$ cat config.mk
export PLATFORM = sky130hd
export DESIGN_NAME = pe_row16_feeder
export DESIGN_NICKNAME = d
export VERILOG_FILES = /design/src/rtl/pe_row16_feeder.sv
export SDC_FILE = /design/constraint.sdc
export NUM_CORES = 1
export LEC_CHECK = 0
export ABC_CLOCK_PERIOD_IN_PS = 2500
export BUFFER_PORTS_ARGS = -buffer_cell sky130_fd_sc_hd__buf_2
export CELL_PAD_IN_SITES_DETAIL_PLACEMENT = 1
export CELL_PAD_IN_SITES_GLOBAL_PLACEMENT = 1
export CORE_MARGIN = 2
export CORE_UTILIZATION = 25
export CTS_CLUSTER_DIAMETER = 150
export DETAILED_ROUTE_END_ITERATION = 7
export PLACE_DENSITY = 0.59
export SKIP_CTS_REPAIR_TIMING = 1
export SYNTH_ARGS = -nofsm -noshare
export SYNTH_HDL_FRONTEND = slang
export SYNTH_SLANG_ARGS = --single-unit
$ cat constraint.sdc
create_clock -name clk -period 2.5 [get_ports clk]
set_input_delay 0.375 -clock clk [delete_from_list [all_inputs] [get_ports clk]]
set_output_delay 0.375 -clock clk [all_outputs]
set_load 0.01 [all_outputs]
$ cat src/rtl/pe_row16_feeder.sv
// Feeds one 16-pixel feature-map row and a 3-tap weight row into a 16-wide stride-2 PE row.
// It then times the PE row's 8-column partial-sum output window.
package conv16_defs_pkg;
  localparam int conv16_width = 16;
endpackage

module pe_row16_feeder
  import conv16_defs_pkg::*;
#(
  parameter int DW        = conv16_width,
  parameter int FM_AW     = 10,
  parameter int W_AW      = 8,
  parameter int EN_CYCLES = 24
) (
  input  logic             clk,
  input  logic             rstn,
  input  logic             start,
  input  logic [FM_AW-1:0] fm_base,
  input  logic [W_AW-1:0]  w_base,
  output logic             busy,
  output logic             done,
  output logic             fm_rd,
  output logic [FM_AW-1:0] fm_addr,
  input  logic [DW-1:0]    fm_rdata,
  output logic             w_rd,
  output logic [W_AW-1:0]  w_addr,
  input  logic [DW-1:0]    w_rdata,
  output logic             pe_en,
  output logic [DW-1:0]    pe_f,
  output logic [DW-1:0]    pe_r,
  input  logic             pe_end,
  output logic             psum_vld,
  output logic [2:0]       psum_idx,
  output logic             psum_err
);

  typedef enum logic [1:0] {IDLE, RD, HOLD, GAP} state_t;

  state_t           state, state_nxt;
  logic [3:0]       cnt;
  logic [4:0]       en_cnt;
  logic [FM_AW-1:0] fm_base_q;
  logic [W_AW-1:0]  w_base_q;
  logic             rd_d1, wrd_d1;
  logic             pe_end_q;
  logic             win_active;
  logic [2:0]       win_cnt;
  logic             seen_rise;
  logic             accept, rise, en_last;

  // A psum window still draining after done keeps the block busy, so no new job yet.
  assign accept  = (state == IDLE) && !win_active && start;
  assign rise    = pe_end && !pe_end_q;
  assign en_last = pe_en && (en_cnt == 5'(EN_CYCLES - 1));

  always_comb begin
    state_nxt = state;
    fm_rd     = 1'b0;
    fm_addr   = '0;
    w_rd      = 1'b0;
    w_addr    = '0;
    done      = 1'b0;
    psum_err  = 1'b0;
    busy      = (state != IDLE) || win_active;
    psum_vld  = win_active || (rise && busy);
    psum_idx  = win_active ? win_cnt : 3'd0;
    case (state)
      IDLE: if (accept) state_nxt = RD;
      RD: begin
        fm_rd   = 1'b1;
        fm_addr = fm_base_q + FM_AW'(cnt);
        if (cnt < 4'd3) begin
          w_rd   = 1'b1;
          w_addr = w_base_q + W_AW'(cnt);
        end
        if (cnt == 4'd15) state_nxt = HOLD;
      end
      HOLD: if (en_last) state_nxt = GAP;
      GAP: begin
        if (cnt == 4'd3) begin
          done      = 1'b1;
          psum_err  = !(seen_rise || rise);
          state_nxt = IDLE;
        end
      end
      default: state_nxt = IDLE;
    endcase
  end

  always_ff @(posedge clk or negedge rstn) begin
    if (!rstn) begin
      state     <= IDLE;
      cnt       <= '0;
      en_cnt    <= '0;
      fm_base_q <= '0;
      w_base_q  <= '0;
      rd_d1     <= 1'b0;
      wrd_d1    <= 1'b0;
      pe_en     <= 1'b0;
      pe_r      <= '0;
      pe_f      <= '0;
      pe_end_q  <= 1'b0;
      win_active <= 1'b0;
      win_cnt   <= '0;
      seen_rise <= 1'b0;
    end else begin
      state <= state_nxt;
      if (state != state_nxt) cnt <= '0;
      else if (state == RD || state == GAP) cnt <= cnt + 4'd1;

      if (accept) begin
        fm_base_q <= fm_base;
        w_base_q  <= w_base;
        en_cnt    <= '0;
        seen_rise <= 1'b0;
      end else begin
        if (pe_en) en_cnt <= en_cnt + 5'd1;
        if (rise && state != IDLE) seen_rise <= 1'b1;
      end

      // Memory returns data one cycle after the strobe; register it once more for the PE row.
      rd_d1  <= fm_rd;
      wrd_d1 <= w_rd;
      pe_r   <= rd_d1 ? fm_rdata : '0;
      pe_f   <= wrd_d1 ? w_rdata : '0;

      if (state == RD && cnt == 4'd1) pe_en <= 1'b1;
      else if (en_last) pe_en <= 1'b0;

      pe_end_q <= pe_end;
      if (win_active) begin
        win_cnt <= win_cnt + 3'd1;
        if (win_cnt == 3'd7) win_active <= 1'b0;
      end else if (rise && busy) begin
        win_active <= 1'b1;
        win_cnt    <= 3'd1;
      end
    end
  end

endmodule

==> flow_summary.yaml, run 1 <==
outcome:
  status: "completed"
grt:
  grt_max_degree: 34
  grt_util_all_layers_pct: 13.4
  grt_pass1_vias: 2629
  grt_remaining_overflow: 0
  grt_pass1_wl_microns: 13700
  antenna_found_initial: 0
placement:
  gp_congestion: 0.762
  port_buffers: 113
  dp.final_hpwl_microns: 6310
  placed_area_sq_um: 4000
setup_path:
  path_cells: "ha_2 > fa_2 > a21o_1 > a21oi_2 > o21ai_1 > a21oi_1 > buf_2"
  setup.worst_path.start_class: "flip-flop"
  crit_path_max_incr_delay_ns: 0.45
  slowest_stage: "dfrtp_2"
  crit_type: "reg2out"
  crit_required_ns: 2.12
  cp_num_buf_inv: 1
  cp_top_family: "compound AO/OA/AOI/OAI gates"
  cp_max_fo: 6
  cp.arrival_ns: 2.09
  end_kind: "primary output"
drt:
  firstDrtPassIters: 4
  wl_met1_microns: 3610
  dr_wl_met2_microns: 4410
  via_per_inst: 4.30
  ant_nets: 0
  top_layer_used: "met4"
  wl_microns: 8450
  wl_per_cell_microns: 14.4
  dr_wl_met3_microns: 247
  vias: 2531
  drt_iter0_drc: 77
  drc: 0
timing:
  tightest_slew_ns: 0.652
  rsz0062_at_grt: "true"
  finalSetupViolations: 0
  final.min_clock_period_ns: 2.47
  maxSlewViolCount: 0
  fin_skew_ns: 0.00402
  max_clock_freq_mhz: 405
  hold_viol_final: 0
  slew_headroom_pct: 56.6
  min_period_over_period_pct: 98.8
clock_tree:
  clk_pin_slew_ns: 0.06
  root_buffer: "clkbuf_16"
  insertion_delay_ns: 0.33
  cts_buffers: 9
  cts_htree_levels: 3
  cts_tree: "done"
  cts_num_sinks: 70
  clock_path_buffers: 2
synth:
  ys_seq_area_share_pct: 54.7
  yosys_warnings: 0
  synth_seq_cells: 70
  synth_edf_count: 0
  synth_area_leader_cell: "dfrtp_1"
  synth_cells: 288
  synth_cell_types: 42
  synthesis.nets: 357
  synthArstFlopShare_pct: 100
  synth_ff_type: "dfrtp_1"
  synth_area_leaders: "dfrtp_1, and2_1, ha_1"
  synth_area_sq_um: 3200
  synth_top_area_share_pct: 54.7
  syn_avg_cell_area_sq_um: 11.1
final_layout:
  drive_gt1_share_pct: 39.6
  final_util_pct: 35.2
  area_growth_pct: 38.2
  layout_commonest_cell: "buf_2"
  stdcell_area_sq_um: 4420
  num_antenna_cells: 0
  layout_common_cells: "buf_2, dfrtp_1, and2_1"
  nets: 482
power:
  p_leak_nw: 2.27
  power.density_nw_per_um2: 626
  total_power_mw: 2.77
  ir_drop_v: 0.000240
job:
  maxCapViolations: 0
worst_hold_path:
  min_path_type: "in2async"
floorplan:
  initial_utilization_pct: 25.5
  pin_count: 114
  dieArea_sq_um: 13700
  rows: 41
  fp.coreArea_sq_um: 12600
  die_w_microns: 117
  fp.dieH_microns: 117
sequential cells by signal, summed over array words and instances, names as in the netlist:
signal,flops
seen_rise,1
win_cnt,3
pe_en,1
pe_r,16
state,2
en_cnt,5
w_base_q,8
wrd_d1,1
win_active,1
pe_end_q,1
fm_base_q,10
pe_f,16
cnt,4
rd_d1,1
metrics by stage:
stage	hold WS [ns]	setup slack, ns	std cells	TNS, ns
finish	0.0587	0.0305	589	0
global route	0.112	-0.0821	589	-0.154
CTS	0.0825	-0.219	584	-1.12
detailed placement	0.447	0.153	569	0
global placement	0.451	0.214	569	0
floorplan	0.0794	0.370	288	0
power breakdown:
group	switching (mW)	internal (mW)	leakage (nW)	total, mW
Clock	0.469	0.790	0.141	1.26
Combinational	0.127	0.141	1.22	0.267
Sequential	0.0566	1.19	0.910	1.24
Total	0.652	2.12	2.27	2.77
per-layer routing:
layer	global-route usage, %	vias up
li1	-	1211
met1	16.4	1265
met2	22.5	43
met3	2.68	12
met4	6.67	0
met5	0	-
logic make-up after synthesis:
| family | count (synthesis) | share of synthesized area, % |
|---|---|---|
| AOI/OAI and AO/OA | 44 | 8.56 |
| xor gates and xnor gates | 13 | 3.56 |
| adders and majority gates | 15 | 6.33 |
| buffers and inverters | 26 | 3.52 |
| DFF | 70 | 54.7 |
| muxes | 16 | 5.51 |
| and+or+nand+nor | 104 | 17.8 |
cells in the mapped netlist, types with 4 or more instances:
master,number
o21ai_0,11
nor2_1,24
xnor2_1,9
o22ai_1,4
and2_1,38
inv_1,15
clkbuf_1,4
mux2_1,11
nand2_1,17
xor2_1,4
nand4_1,4
ha_1,13
nand3_1,5
dfrtp_1,70
a21oi_1,14
area by class of cell:
type	count	area, sq um
Sequential cell	70	1760
Inverter	15	60.1
Timing Repair Buffer	125	681
Tap cell	172	215
Clock buffer	11	243
Fill cell	1439	8140
Multi-Input combinational cell	192	1420
Clock inverter	4	47.5
final timing paths:
kind,startpoint,end,slack [ns],cells after the start
setup / recovery,cnt[0]$_DFFE_PN0P_,w_addr[6],0.03,7
hold / removal,rstn,pe_r[11]$_DFF_PN0_,0.06,1
setup reg to reg,state[0]$_DFF_PN0_,cnt[1]$_DFFE_PN0P_,0.83,6
hold reg to reg,w_base_q[2]$_DFFE_PN0P_,w_base_q[2]$_DFFE_PN0P_,0.49,1
max in group asynchronous,rstn,state[1]$_DFF_PN0_,1.77,2
min in group clk,pe_end,pe_end_q$_DFF_PN0_,0.17,1
(Power assumes the default switching activity.)
==> inputs of run 2 (changes only) <==
- ABC_AREA: unset -> 1
- PLACE_DENSITY: 0.59 -> 0.6
==> flow_summary.yaml, run 2 <==
outcome:
  status: "completed"
final_layout:
  drive_gt1_share_pct: 30.1
  fillerInstances: 1621
  stdcell_area_sq_um: 4510
  final_util_pct: 34.1
  area_growth_pct: 32.9
  reg_top3: "pe_f (16), pe_r (16), fm_base_q (10)"
  num_antenna_cells: 0
  layout_common_cells: "nand2_1, buf_2, dfrtp_1"
  multi_input_area_sq_um: 1320
  nets: 594
  layout_commonest_cell: "nand2_1"
  layout.cells.non_filler: 705
  seqCellArea_sq_um: 1750
floorplan:
  initial_utilization_pct: 25.6
  fp.dieH_microns: 121
  fp.coreArea_sq_um: 13200
  die_w_microns: 121
  pin_count: 114
  dieArea_sq_um: 14500
  rows: 42
timing:
  slew_headroom_pct: 53.6
  maxSlewViolCount: 0
  whs_ns: 0.0801
  min_period_over_period_pct: 95.1
  max_clock_freq_mhz: 421
  rsz0062_at_grt: "true"
  finalSetupViolations: 0
  final.min_clock_period_ns: 2.38
  tightest_slew_ns: 0.696
  fin_skew_ns: 0.00360
  finalSetupTns_ns: 0
  hold_viol_final: 0
placement:
  gp_congestion: 0.751
  port_buffers: 113
  placed_area_sq_um: 4130
  dp.final_hpwl_microns: 6620
  dp.cells: 688
synth:
  yosysMostFrequentCell: "nand2_1"
  synth_edf_count: 0
  synth_cell_types: 30
  syn_avg_cell_area_sq_um: 8.32
  synth_ff_type: "dfrtp_1"
  ys_seq_area_share_pct: 51.6
  synthArstFlopShare_pct: 100
  synth_area_sq_um: 3390
  synth_seq_cells: 70
  synth_common_cells: "nand2_1, dfrtp_1, inv_1, nor2_1"
  synthesis.nets: 477
  yosys_warnings: 0
  synth_area_leaders: "dfrtp_1, nand2_1, inv_1"
  synth_top_area_share_pct: 51.6
  synth_area_leader_cell: "dfrtp_1"
  synth_cells: 408
clock_tree:
  cts_tree: "done"
  cts_buffers: 9
  insertion_delay_ns: 0.33
  cts_num_sinks: 70
  clk_pin_slew_ns: 0.05
  cts_htree_levels: 3
  root_buffer: "clkbuf_16"
  clock_path_buffers: 2
power:
  pwr-share-seq_pct: 41.3
  power.density_nw_per_um2: 648
  power_frac_clock_pct: 50.8
  switchingPower_uw: 641
  p_int_mw: 2.28
  swShare_pct: 22.0
  p_leak_nw: 2.70
  power_frac_comb_pct: 7.9
  ir_drop_v: 0.000261
drt:
  wl_microns: 8800
  drc: 0
  drt_iter0_drc: 87
  firstDrtPassIters: 4
  via_per_inst: 4.19
  wl_per_cell_microns: 12.5
  vias: 2952
  ant_nets: 0
setup_path:
  setup.worst_path.start_class: "flip-flop"
  reg2reg_setup_slack_ns: 0.96
  rr_worst_depth: 5
  r2r_end: "cnt[3]$_DFFE_PN0P_"
  crit_start: "cnt[0]$_DFFE_PN0P_"
  end_kind: "primary output"
  crit_type: "reg2out"
  cp_max_fo: 5
  cp-endpoint: "fm_addr[6]"
  r2r_start: "state[0]$_DFF_PN0_"
  cp.arrival_ns: 2.00
  crit_required_ns: 2.12
job:
  maxCapViolations: 0
worst_hold_path:
  min_path_type: "in2async"
grt:
  grt_util_all_layers_pct: 13.1
  grt_remaining_overflow: 0
  grt_max_degree: 31
  grt_pass1_vias: 3148
  antenna_found_initial: 0
  grt_pass1_wl_microns: 15100
-- run 2: changes by cell type in the layout (fill, tap and decap cells not counted), moves of 3 or more --
cell	delta
and2_1	-38
buf_4	-4
nand2_1	+118
nor2_1	+6
nor2_2	+6
nand4_1	+3
nand3_1	+10
mux2_1	-11
inv_1	+50
mux2i_1	-3
xnor2_1	-6
-- run 2: layout make-up --
| class | instances | area share, % |
|---|---|---|
| Sequential cell | 70 | 38.9 |
| Multi-Input combinational cell | 258 | 29.3 |
| Timing Repair Buffer | 119 | 13.5 |
| Inverter | 67 | 5.69 |
| Clock buffer | 10 | 5.30 |
| Tap cell | 176 | 4.88 |
| Clock inverter | 5 | 2.36 |
-- run 2: kinds of logic after synthesis --
family	Yosys count	share of synthesized area, %
buf+inv	80	9.88
flops	70	51.6
xor+xnor	5	1.29
simple gates	204	25.4
compound gates	34	5.82
fa+ha+maj	15	5.97
-- run 2: how the worst min path moves through the flow --
| stage | depth (start not counted) | startpoint | endpoint | slack (ns) |
|---|---|---|---|---|
| detailed placement | 1 | rstn | pe_f[12]$_DFF_PN0_ | 0.46 |
| global route | 1 | rstn | pe_r[6]$_DFF_PN0_ | 0.12 |
| global placement | 1 | rstn | pe_f[12]$_DFF_PN0_ | 0.45 |
| finish | 1 | rstn | pe_f[12]$_DFF_PN0_ | 0.08 |
| floorplan | 0 | rstn | cnt[0]$_DFFE_PN0P_ | 0.08 |
| CTS | 1 | rstn | pe_r[9]$_DFF_PN0_ | 0.09 |
-- run 2: routing by layer --
layer	routed length (microns)	global-route usage [%]	vias up	share of wire (%)
li1	-	-	1474	-
met1	3990	16.4	1383	45
met2	3960	20.5	86	45
met3	764	5.75	9	8.7
met4	87	3.49	0	0.99
met5	0	0	-	0
-- run 2: power groups by stage --
stage | logic [mW] | clock network (mW) | registers (mW)
final | 0.231 | 1.48 | 1.21
after global routing | 0.271 | 1.58 | 1.21
after CTS | 0.240 | 1.54 | 1.21
after detailed placement | 0.240 | 0 | 1.23
after global placement | 0.231 | 0 | 1.23
after floorplan | 0.137 | 0 | 1.21
-- run 2: stage by stage --
stage | power, mW | setup slack [ns]
finish | 2.92 | 0.123
detailed placement | 1.47 | 0.281
global placement | 1.46 | 0.317
floorplan | 1.34 | 0.506
global route | 3.06 | -0.0327
CTS | 2.99 | -0.0918
-- run 2: worst max-delay path, cell delays in order (launching register included) --
cell and delay (ns):
dfrtp_2 0.41, ha_2 0.22, inv_1 0.05, fa_1 0.35, inv_1 0.10, nand3_1 0.09
nand2_2 0.11, nand4_1 0.10, nand2_1 0.08, nor2_1 0.04, buf_2 0.13
==> inputs of run 3 (changes only) <==
==> constraint.sdc (replaced) <==
create_clock -name clk -period 2.5 [get_ports clk]
set_input_delay 0.375 -clock clk [delete_from_list [all_inputs] [get_ports clk]]
set_output_delay 0.375 -clock clk [all_outputs]
set_load 0.05 [all_outputs]
==> flow_summary.yaml, run 3 (same netlist as run 2, synthesis figures left out) <==
drt:
  drc: 0
  top_layer_used: "met4"
  via_per_inst: 4.16
  wl_microns: 9040
  wl_met1_microns: 4140
  wl_per_cell_microns: 12.8
  drt_iter0_drc: 72
  firstDrtPassIters: 4
  vias: 2940
  dr_wl_met3_microns: 696
  dr_wl_met2_microns: 4040
  ant_nets: 0
worst_hold_path:
  min_path_type: "in2async"
placement:
  gp_congestion: 0.824
  dp.final_hpwl_microns: 6660
  port_buffers: 113
final_layout:
  multi_input_area_sq_um: 1390
  nets: 595
  area_growth_pct: 36.2
  num_antenna_cells: 0
  reg_top3: "pe_f (16), pe_r (16), fm_base_q (10)"
  fillerInstances: 1621
  drive_gt1_share_pct: 32.1
  layout_commonest_cell: "nand2_1"
  seqCellArea_sq_um: 1760
  layout_common_cells: "nand2_1, buf_2, dfrtp_1"
clock_tree:
  cts_num_sinks: 70
  clock_path_buffers: 2
  root_buffer: "clkbuf_16"
  cts_tree: "done"
  cts_htree_levels: 3
  cts_buffers: 9
  clk_pin_slew_ns: 0.05
  insertion_delay_ns: 0.34
grt:
  grt_util_all_layers_pct: 13.2
  grt_remaining_overflow: 0
  grt_max_degree: 37
  antenna_found_initial: 0
  grt_pass1_wl_microns: 15000
  grt_pass1_vias: 3084
timing:
  maxSlewViolCount: 0
  tightest_slew_ns: 0.517
  finalSetupTns_ns: 0
  hold_viol_final: 0
  final.min_clock_period_ns: 2.43
  rsz0062_at_grt: "true"
  min_period_over_period_pct: 97.0
  whs_ns: 0.00153
  fin_skew_ns: 0.00425
  finalSetupViolations: 0
  slew_headroom_pct: 65.6
  max_clock_freq_mhz: 412
power:
  total_power_mw: 3.03
  ir_drop_v: 0.000275
  p_leak_nw: 2.69
  power.density_nw_per_um2: 654
floorplan:
  dieArea_sq_um: 14500
  initial_utilization_pct: 25.6
  pin_count: 114
  rows: 42
  fp.coreArea_sq_um: 13200
  fp.dieH_microns: 121
  die_w_microns: 121
setup_path:
  setup.worst_path.start_class: "flip-flop"
  cp_max_fo: 4
  crit_type: "reg2out"
  rr_worst_depth: 5
  cp.arrival_ns: 2.05
  crit_required_ns: 2.12
  end_kind: "primary output"
outcome:
  status: "completed"
job:
  maxCapViolations: 0
[run 3: per-layer routing]
layer / vias to the layer above / track usage, %
li1: 1478 / -
met1: 1365 / 16.3
met2: 86 / 20.9
met3: 11 / 4.62
met5: - / 0
met4: 0 / 5.89
[run 3: final cells by class]
cell class	instances	share of cell area, %
Clock buffer	11	5.25
Inverter	67	5.55
Tap cell	176	4.76
Sequential cell	70	38.0
Multi-Input combinational cell	258	30.1
Timing Repair Buffer	120	14.3
Clock inverter	4	2.06
[run 3: power by group]
part | leakage, nW | switching [mW] | internal [mW]
combinational | 1.61 | 0.232 | 0.114
sequential | 0.912 | 0.0374 | 1.17
clock | 0.166 | 0.479 | 0.994
total | 2.69 | 0.748 | 2.28
[run 3: worst max-delay path: stages (launching register included)]
cell,delay (ns)
dfrtp_2,0.44
ha_4,0.19
fa_2,0.39
nand2_1,0.07
nand2_1,0.06
a21oi_2,0.18
o21ai_1,0.09
a21oi_2,0.12
buf_6,0.17
[run 3: path summary, 6_finish.rpt]
| path | from | end | slack, ns |
|---|---|---|---|
| worst min register to register | w_base_q[3]$_DFFE_PN0P_ | w_base_q[3]$_DFFE_PN0P_ | 0.51 |
| worst max register to register | state[0]$_DFF_PN0_ | cnt[1]$_DFFE_PN0P_ | 0.99 |
| min in group clk | pe_end | pe_end_q$_DFF_PN0_ | 0.16 |
| max in group asynchronous | rstn | pe_f[7]$_DFF_PN0_ | 1.87 |
| worst min-delay path | rstn | pe_f[14]$_DFF_PN0_ | 0.002 |
| worst max-delay path | cnt[0]$_DFFE_PN0P_ | w_addr[4] | 0.07 |
[run 3: per-stage QoR]
| step | worst slack (ns) | utilization [%] | instances | cell area (sq um) |
|---|---|---|---|---|
| 6_report | 0.0740 | 34.9 | 706 | 4620 |
| 5_1_grt | -0.0201 | 34.9 | 706 | 4620 |
| 4_1_cts | -0.152 | 33.9 | 704 | 4480 |
| 3_5_place_dp | 0.217 | 31.3 | 689 | 4150 |
| 3_3_place_gp | 0.232 | 31.3 | 689 | 4150 |
| 2_1_floorplan | 0.0670 | - | 408 | 3400 |
